File: config.mk
export PLATFORM = sky130hd
export DESIGN_NAME = my_video_filter_mul_arbiter_flat
export DESIGN_NICKNAME = d
export VERILOG_FILES = /design/src/rtl/my_video_filter_mul_pkg.sv /design/src/rtl/my_video_filter_mul_arbiter_if.sv /design/src/rtl/my_video_filter_mul_pipe.sv /design/src/rtl/my_video_filter_mul_arbiter.sv /design/src/flat_wrapper.sv
export SDC_FILE = /design/constraint.sdc
export NUM_CORES = 1
export LEC_CHECK = 0
export BUFFER_PORTS_ARGS = -buffer_cell sky130_fd_sc_hd__buf_2
export CAP_MARGIN = 20
export CORE_MARGIN = 1
export CORE_UTILIZATION = 55
export CTS_BUF_LIST = sky130_fd_sc_hd__clkbuf_8
export DETAILED_ROUTE_END_ITERATION = 10
export GPL_TIMING_DRIVEN = 1
export MAX_ROUTING_LAYER = met4
export PLACE_DENSITY = 0.8
export SLEW_MARGIN = 25
export SYNTH_ARGS = -nofsm -noshare
export SYNTH_HDL_FRONTEND = slang
export SYNTH_HIERARCHICAL = 1
export SYNTH_SLANG_ARGS = --single-unit
File: constraint.sdc
create_clock -name ap_clk -period 8.19 [get_ports ap_clk]
set_clock_uncertainty 0.15 [all_clocks]
set_input_delay 0.819 -clock ap_clk [delete_from_list [all_inputs] [get_ports ap_clk]]
set_output_delay 0.819 -clock ap_clk [all_outputs]
set_load 0.02 [all_outputs]
File: src/rtl/my_video_filter_mul_pkg.sv
// Shared constants, tag type and round-robin helper for the shared multiplier arbiter.
// Pure declarations: no latency, no flow control.
package my_video_filter_mul_pkg;

  localparam int DIN_WIDTH  = 16;
  localparam int DOUT_WIDTH = 2 * DIN_WIDTH;
  localparam int MAX_REQ    = 8;

  // One-hot requester tag, sized for the largest supported requester count.
  typedef logic [MAX_REQ-1:0] tag_t;

  typedef struct packed {
    logic       hit;
    logic [2:0] idx;
  } rr_pick_t;

  function automatic int clog2(input int v);
    int r;
    r = 0;
    for (int i = 0; i < 31; i++) begin
      if ((1 << i) < v) r = i + 1;
    end
    return (r == 0) ? 1 : r;
  endfunction

  // First set bit of vld at or after ptr, wrapping modulo n.
  function automatic rr_pick_t rr_next(input tag_t vld, input logic [2:0] ptr, input int n);
    rr_pick_t   p;
    int         pos;
    logic [2:0] pos3;
    p = '0;
    for (int k = 0; k < MAX_REQ; k++) begin
      pos  = (int'(ptr) + k) % n;
      pos3 = 3'(pos);
      if (k < n && !p.hit && vld[pos3]) begin
        p.hit = 1'b1;
        p.idx = pos3;
      end
    end
    return p;
  endfunction

endpackage

File: src/rtl/my_video_filter_mul_arbiter_if.sv
// Requester/response bundle between the filter channels and the shared multiplier arbiter.
// Request side is valid/ready; response side is valid-only with no backpressure.
interface my_video_filter_mul_arbiter_if #(
  parameter int NUM_REQ    = 4,
  parameter int DIN_WIDTH  = 16,
  parameter int DOUT_WIDTH = 32
);
  logic                         en;
  logic [NUM_REQ-1:0]           req_valid;
  logic [NUM_REQ-1:0]           req_ready;
  logic [NUM_REQ*DIN_WIDTH-1:0] req_a;
  logic [NUM_REQ*DIN_WIDTH-1:0] req_b;
  logic [NUM_REQ-1:0]           rsp_valid;
  logic [DOUT_WIDTH-1:0]        rsp_data;
  logic [2:0]                   inflight;

  modport master (
    output en, req_valid, req_a, req_b,
    input  req_ready, rsp_valid, rsp_data, inflight
  );

  modport slave (
    input  en, req_valid, req_a, req_b,
    output req_ready, rsp_valid, rsp_data, inflight
  );
endinterface

File: src/rtl/my_video_filter_mul_pipe.sv
// Registered unsigned multiplier, DEPTH stages, carrying a one-hot tag and valid alongside.
// Latency DEPTH cycles (combinational when DEPTH=0); accepts one operation every cycle, no stall.
module my_video_filter_mul_pipe
  import my_video_filter_mul_pkg::*;
#(
  parameter int NUM_REQ    = 4,
  parameter int DIN_WIDTH  = 16,
  parameter int DOUT_WIDTH = 32,
  parameter int DEPTH      = 2
) (
  input  logic                  clk,
  input  logic                  rst,
  input  logic                  in_vld,
  input  logic [NUM_REQ-1:0]    in_tag,
  input  logic [DIN_WIDTH-1:0]  in_a,
  input  logic [DIN_WIDTH-1:0]  in_b,
  output logic                  out_vld,
  output logic [NUM_REQ-1:0]    out_tag,
  output logic [DOUT_WIDTH-1:0] out_dat
);

  logic [DOUT_WIDTH-1:0] prod;
  assign prod = DOUT_WIDTH'(in_a) * DOUT_WIDTH'(in_b);

  generate
    if (DEPTH == 0) begin : g_comb
      assign out_vld = in_vld;
      assign out_tag = in_tag;
      assign out_dat = prod;
    end else begin : g_reg
      logic [DEPTH-1:0]                 vld_q;
      logic [DEPTH-1:0][NUM_REQ-1:0]    tag_q;
      logic [DEPTH-1:0][DOUT_WIDTH-1:0] dat_q;

      always_ff @(posedge clk) begin
        if (rst) begin
          vld_q <= '0;
          tag_q <= '0;
        end else begin
          vld_q[0] <= in_vld;
          tag_q[0] <= in_tag;
          for (int k = 1; k < DEPTH; k++) begin
            vld_q[k] <= vld_q[k-1];
            tag_q[k] <= tag_q[k-1];
          end
        end
      end

      // Product stages carry no reset so retiming can pull them into the DSP pipeline.
      always_ff @(posedge clk) begin
        dat_q[0] <= prod;
        for (int k = 1; k < DEPTH; k++) begin
          dat_q[k] <= dat_q[k-1];
        end
      end

      assign out_vld = vld_q[DEPTH-1];
      assign out_tag = tag_q[DEPTH-1];
      assign out_dat = dat_q[DEPTH-1];
    end
  endgenerate

endmodule

File: src/rtl/my_video_filter_mul_arbiter.sv
// Round-robin share of one pipelined multiplier; product returns MUL_LATENCY cycles after handshake.
// One grant per cycle when en=1; responses are valid-only, requesters must take them when shown.
module my_video_filter_mul_arbiter
  import my_video_filter_mul_pkg::*;
#(
  parameter int NUM_REQ     = 4,
  parameter int DIN_WIDTH   = 16,
  parameter int DOUT_WIDTH  = 32,
  parameter int MUL_LATENCY = 3
) (
  input  logic                          ap_clk,
  input  logic                          ap_rst,
  my_video_filter_mul_arbiter_if.slave  bus
);

  localparam int PTR_W = clog2(NUM_REQ);

  logic [PTR_W-1:0]      rr_ptr;
  logic [PTR_W-1:0]      rr_ptr_nxt;
  tag_t                  vld_ext;
  rr_pick_t              pick;
  logic [NUM_REQ-1:0]    grant;
  logic                  fire;
  logic [DIN_WIDTH-1:0]  sel_a;
  logic [DIN_WIDTH-1:0]  sel_b;

  logic                  pipe_vld;
  logic [NUM_REQ-1:0]    pipe_tag;
  logic [DOUT_WIDTH-1:0] pipe_dat;

  logic [NUM_REQ-1:0]    rsp_valid_q;
  logic [DOUT_WIDTH-1:0] rsp_data_q;
  logic [2:0]            inflight_q;

  always_comb begin
    vld_ext                = '0;
    vld_ext[NUM_REQ-1:0]   = bus.req_valid;
    pick                   = rr_next(vld_ext, 3'(rr_ptr), NUM_REQ);
    grant                  = '0;
    fire                   = 1'b0;
    rr_ptr_nxt             = rr_ptr;
    if (bus.en && !ap_rst && pick.hit) begin
      fire       = 1'b1;
      grant      = NUM_REQ'(1) << pick.idx;
      rr_ptr_nxt = (pick.idx == 3'(NUM_REQ-1)) ? '0 : PTR_W'(pick.idx + 3'd1);
    end
  end

  // Grant is one-hot, so an AND-OR mux picks the winner's operands.
  always_comb begin
    sel_a = '0;
    sel_b = '0;
    for (int i = 0; i < NUM_REQ; i++) begin
      if (grant[i]) begin
        sel_a = sel_a | bus.req_a[i*DIN_WIDTH +: DIN_WIDTH];
        sel_b = sel_b | bus.req_b[i*DIN_WIDTH +: DIN_WIDTH];
      end
    end
  end

  // The response register is the last latency stage, so the pipe holds one fewer.
  my_video_filter_mul_pipe #(
    .NUM_REQ    (NUM_REQ),
    .DIN_WIDTH  (DIN_WIDTH),
    .DOUT_WIDTH (DOUT_WIDTH),
    .DEPTH      (MUL_LATENCY - 1)
  ) u_pipe (
    .clk     (ap_clk),
    .rst     (ap_rst),
    .in_vld  (fire),
    .in_tag  (grant),
    .in_a    (sel_a),
    .in_b    (sel_b),
    .out_vld (pipe_vld),
    .out_tag (pipe_tag),
    .out_dat (pipe_dat)
  );

  always_ff @(posedge ap_clk) begin
    if (ap_rst) begin
      rr_ptr      <= '0;
      rsp_valid_q <= '0;
      rsp_data_q  <= '0;
      inflight_q  <= '0;
    end else begin
      rr_ptr      <= rr_ptr_nxt;
      rsp_valid_q <= pipe_vld ? pipe_tag : '0;
      if (pipe_vld) rsp_data_q <= pipe_dat;
      // An op stays counted through the cycle its response is presented.
      case ({fire, |rsp_valid_q})
        2'b10:   inflight_q <= inflight_q + 3'd1;
        2'b01:   inflight_q <= inflight_q - 3'd1;
        default: inflight_q <= inflight_q;
      endcase
    end
  end

  assign bus.req_ready = grant;
  assign bus.rsp_valid = rsp_valid_q;
  assign bus.rsp_data  = rsp_data_q;
  assign bus.inflight  = inflight_q;

endmodule

File: src/flat_wrapper.sv
// flat-port wrapper written by rule: the top's interface ports become plain ports
module my_video_filter_mul_arbiter_flat import my_video_filter_mul_pkg::*;
#(
  parameter int NUM_REQ     = 4,
  parameter int DIN_WIDTH   = 16,
  parameter int DOUT_WIDTH  = 32,
  parameter int MUL_LATENCY = 3
)
  (ap_clk, ap_rst, bus_en, bus_req_valid, bus_req_a, bus_req_b, bus_req_ready, bus_rsp_valid, bus_rsp_data, bus_inflight);
  my_video_filter_mul_arbiter_if #(.NUM_REQ(NUM_REQ), .DIN_WIDTH(DIN_WIDTH), .DOUT_WIDTH(DOUT_WIDTH)) bus_i ();
  input  logic ap_clk;
  input  logic ap_rst;
  input wire logic [$bits(bus_i.en)-1:0] bus_en;
  input wire logic [$bits(bus_i.req_valid)-1:0] bus_req_valid;
  input wire logic [$bits(bus_i.req_a)-1:0] bus_req_a;
  input wire logic [$bits(bus_i.req_b)-1:0] bus_req_b;
  output wire logic [$bits(bus_i.req_ready)-1:0] bus_req_ready;
  output wire logic [$bits(bus_i.rsp_valid)-1:0] bus_rsp_valid;
  output wire logic [$bits(bus_i.rsp_data)-1:0] bus_rsp_data;
  output wire logic [$bits(bus_i.inflight)-1:0] bus_inflight;
  assign bus_i.en = bus_en;
  assign bus_i.req_valid = bus_req_valid;
  assign bus_i.req_a = bus_req_a;
  assign bus_i.req_b = bus_req_b;
  assign bus_req_ready = bus_i.req_ready;
  assign bus_rsp_valid = bus_i.rsp_valid;
  assign bus_rsp_data = bus_i.rsp_data;
  assign bus_inflight = bus_i.inflight;
  my_video_filter_mul_arbiter #(.NUM_REQ(NUM_REQ), .DIN_WIDTH(DIN_WIDTH), .DOUT_WIDTH(DOUT_WIDTH), .MUL_LATENCY(MUL_LATENCY)) u_core (.ap_clk(ap_clk), .ap_rst(ap_rst), .bus(bus_i));
endmodule
==> reports/results.ini <==
[sta]
setup_viol=0
finalCritPeriodShare_pct=92.5
finalSetupTns_ns=0
hold_violations=0
rsz0062_at_grt=false
slew_viol_final=0
worst_pin_slew_ns=1.03
min_period_ns=7.58
fmaxAchievable_mhz=132
slew_headroom_pct=31.1

[power]
power_frac_clock_pct=31.0
combinationalPowerShare_pct=29.5
swShare_pct=34.5
power_density_nw_per_um2=110
total_power_mw=1.58
max-vdd-ir-drop_mv=0.0734
intPower_mw=1.03
switching_power_mw=0.546
seqPwrFrac_pct=39.5
p_leak_nw=7.31

[setup_path]
cp_max_fo=33
crit_required_ns=8.35
setup.worst_path.end_class=flop
cpPeakStageDelay_ns=0.58
cpMaxStageDelayCell=fa_1
crit_top_cell=fa_1
worst-path-buf-inv=7
crit_path_start_kind=input port
crit_family=adder cells
timing_worst_setup_path_type=input port to flop
arrival_ns=7.74

[logic_synthesis]
synth_edf_count=0
synth_cell_types=62
synthArstFlopShare_pct=0
yosysSeqAreaShare_pct=17.9
ys_warn_count=6
synth_top_area_cell=fa_1
syn_area_um2=12800
synth_nets=1827
synth_ff_type=dfxtp_1
netlist.area_leader.share_pct=30.4
synth_cells=1388
yosys_register_bits=115
synthTopCellsByArea=fa_1 30%, dfxtp_1 18%, ha_1 11%
postSynthAreaPerCell_um2=9.24

[cells_and_area]
diodes=0
final_nets=1966
area_growth_pct=11.9
final_cells=1852
finalInstanceArea_um2=14300
drive_gt1_share_pct=18.6

[global_route]
grt_pass1_wl_mm=52.3
track_usage_pct=29.0
grt_max_degree=49
grt_pass1_vias=10400
antenna_found_initial=0
grt-ovfl-total=0

[clock_network]
clk_pin_slew_ns=0.07
cts_tree=done
cts_buffers=17
clock_latency_ns=0.42
holdBufCountCts=0
h-tree-depth=4
root_buffer=clkbuf_8
cts.sinks=115
cts_setup_buffers=0
cts_resized=0
clockBufferDepth=2

[drt]
wirelength_mm=32.2
drtIter0Drc=566
drcViolationCount=0
wl_per_cell_um=17.4
vias=10100
vias_per_cell=5.47
drtPass1Iterations=5
drtAntennaViolNets=0

[die]
rows=55
die_y_um=155
coreArea_um2=22800
die_w_um=155
initial_core_util_pct=56.3
dieArea_um2=23900
io_pins=178

[worst_hold_path]
hold_path.class=flop to flop

[place]
hpwl_mm=25.2
io_buffers=177
dpl.cell_count=1821
place_area_um2=14000
place.gp.congestion=0.992

[outcome]
outcome=complete, no violations

[job]
cap_violations=0

## final timing paths
| path | to | slack, ns | cells after the start | from |
|---|---|---|---|---|
| worst min-delay path | u_core/u_pipe/out_dat[24] | 0.17 | 0 | u_core/u_pipe/g_reg.dat_q[24] |
| worst max-delay path | u_core/u_pipe/g_reg.dat_q[30] | 0.61 | 27 | bus_req_valid[2] |
| worst min register to register | u_core/u_pipe/out_dat[24] | 0.17 | 0 | u_core/u_pipe/g_reg.dat_q[24] |
| worst max register to register | u_core/u_pipe/g_reg.dat_q[30] | 0.73 | 26 | u_core/rr_ptr[1] |
## layout make-up
cell class                      instances  area (um2)
Clock buffer                           18         248
Clock inverter                         13         126
Fill cell                            1823        8430
Inverter                              230         866
Multi-Input combinational cell        939        9100
Sequential cell                       115        2300
Tap cell                              313         392
Timing Repair Buffer                  224        1310
## power groups by stage
stage          sequential (mW)  clock (mW)  combinational [mW]
2_1_floorplan            0.631           0               0.310
3_3_place_gp             0.635           0               0.443
3_5_place_dp             0.636           0               0.456
4_1_cts                  0.624       0.502               0.459
5_1_grt                  0.628       0.531               0.508
6_report                 0.624       0.491               0.466
## layout by cell type, fill, tap and decap left out, types with 13 or more instances in the layout
cell type and count:
xnor2_1 17, a22oi_1 64, nand2_1 157, and2_1 128, buf_4 41, ha_1 109, dfxtp_1 114, o21ai_0 13
mux2i_1 35, a21oi_1 55, inv_1 229, fa_1 195, buf_2 177, nor2_1 52, clkbuf_8 18
## cells in the mapped netlist (all sizes together) (11+ instances only)
cell,count
inv,230
fa,195
nand2,157
and2,132
dfxtp,115
ha,109
a21oi,67
a22oi,64
clkbuf,58
nor2,53
buf,46
mux2i,35
xnor2,17
o21ai,13
nor2b,12
xor2,12
a21o,11
## through the flow
step           util (%)  hold slack, ns  setup WS (ns)
6_report           63.0           0.171          0.612
5_1_grt            63.0           0.179          0.300
4_1_cts            63.0           0.171          0.680
3_5_place_dp       61.4           0.162          0.238
3_3_place_gp       61.4           0.161          0.324
2_1_floorplan         -           0.160          0.307
## worst reg2reg max path: stages, from the launching register on
cell and delay, ns:
dfxtp_1 0.38, or3b_2 0.50, o221a_2 0.17, inv_1 0.08, ha_1 0.20, buf_12 0.21
a22oi_1 0.16, a21oi_1 0.19, buf_4 0.29, nand2_1 0.11, fa_1 0.48, fa_1 0.58
fa_1 0.45, fa_1 0.56, inv_1 0.05, fa_1 0.47, inv_1 0.04, fa_1 0.48
inv_1 0.04, ha_1 0.35, a21oi_1 0.21, o21ai_0 0.14, a21oi_2 0.16, nor3_1 0.08
and3_4 0.15, or4_1 0.48, and3_1 0.17
## registers in the layout, indices dropped and copies added, names as in the netlist
register and cells:
u_core/bus.inflight 3, u_core/bus.rsp_data 32, u_core/bus.rsp_valid 4, u_core/rr_ptr 2, u_core/u_pipe/g_reg.dat_q 32, u_core/u_pipe/g_reg.tag_q 4, u_core/u_pipe/g_reg.vld_q 2, u_core/u_pipe/out_dat 32
u_core/u_pipe/out_tag 4
## logic make-up after synthesis
group / Yosys count / share of synthesized area, %
buffers and inverters: 334 / 11.1
AND/OR/NAND/NOR: 379 / 14.6
AO/OA/AOI/OAI: 192 / 10.6
flip-flops: 115 / 17.9
adder cells (fa/ha/maj): 304 / 41.1
XOR/XNOR: 29 / 1.98
multiplexers: 35 / 2.73
## metal layers
layer | routed length, um | share of wire (%) | global-route usage, %
met4 | 1240 | 3.8 | 13.4
met3 | 2110 | 6.6 | 4.31
met5 | 0 | 0 | -
met2 | 15900 | 49 | 49.2
met1 | 13000 | 40 | 33.9
Power figures use the tool's default switching activity.
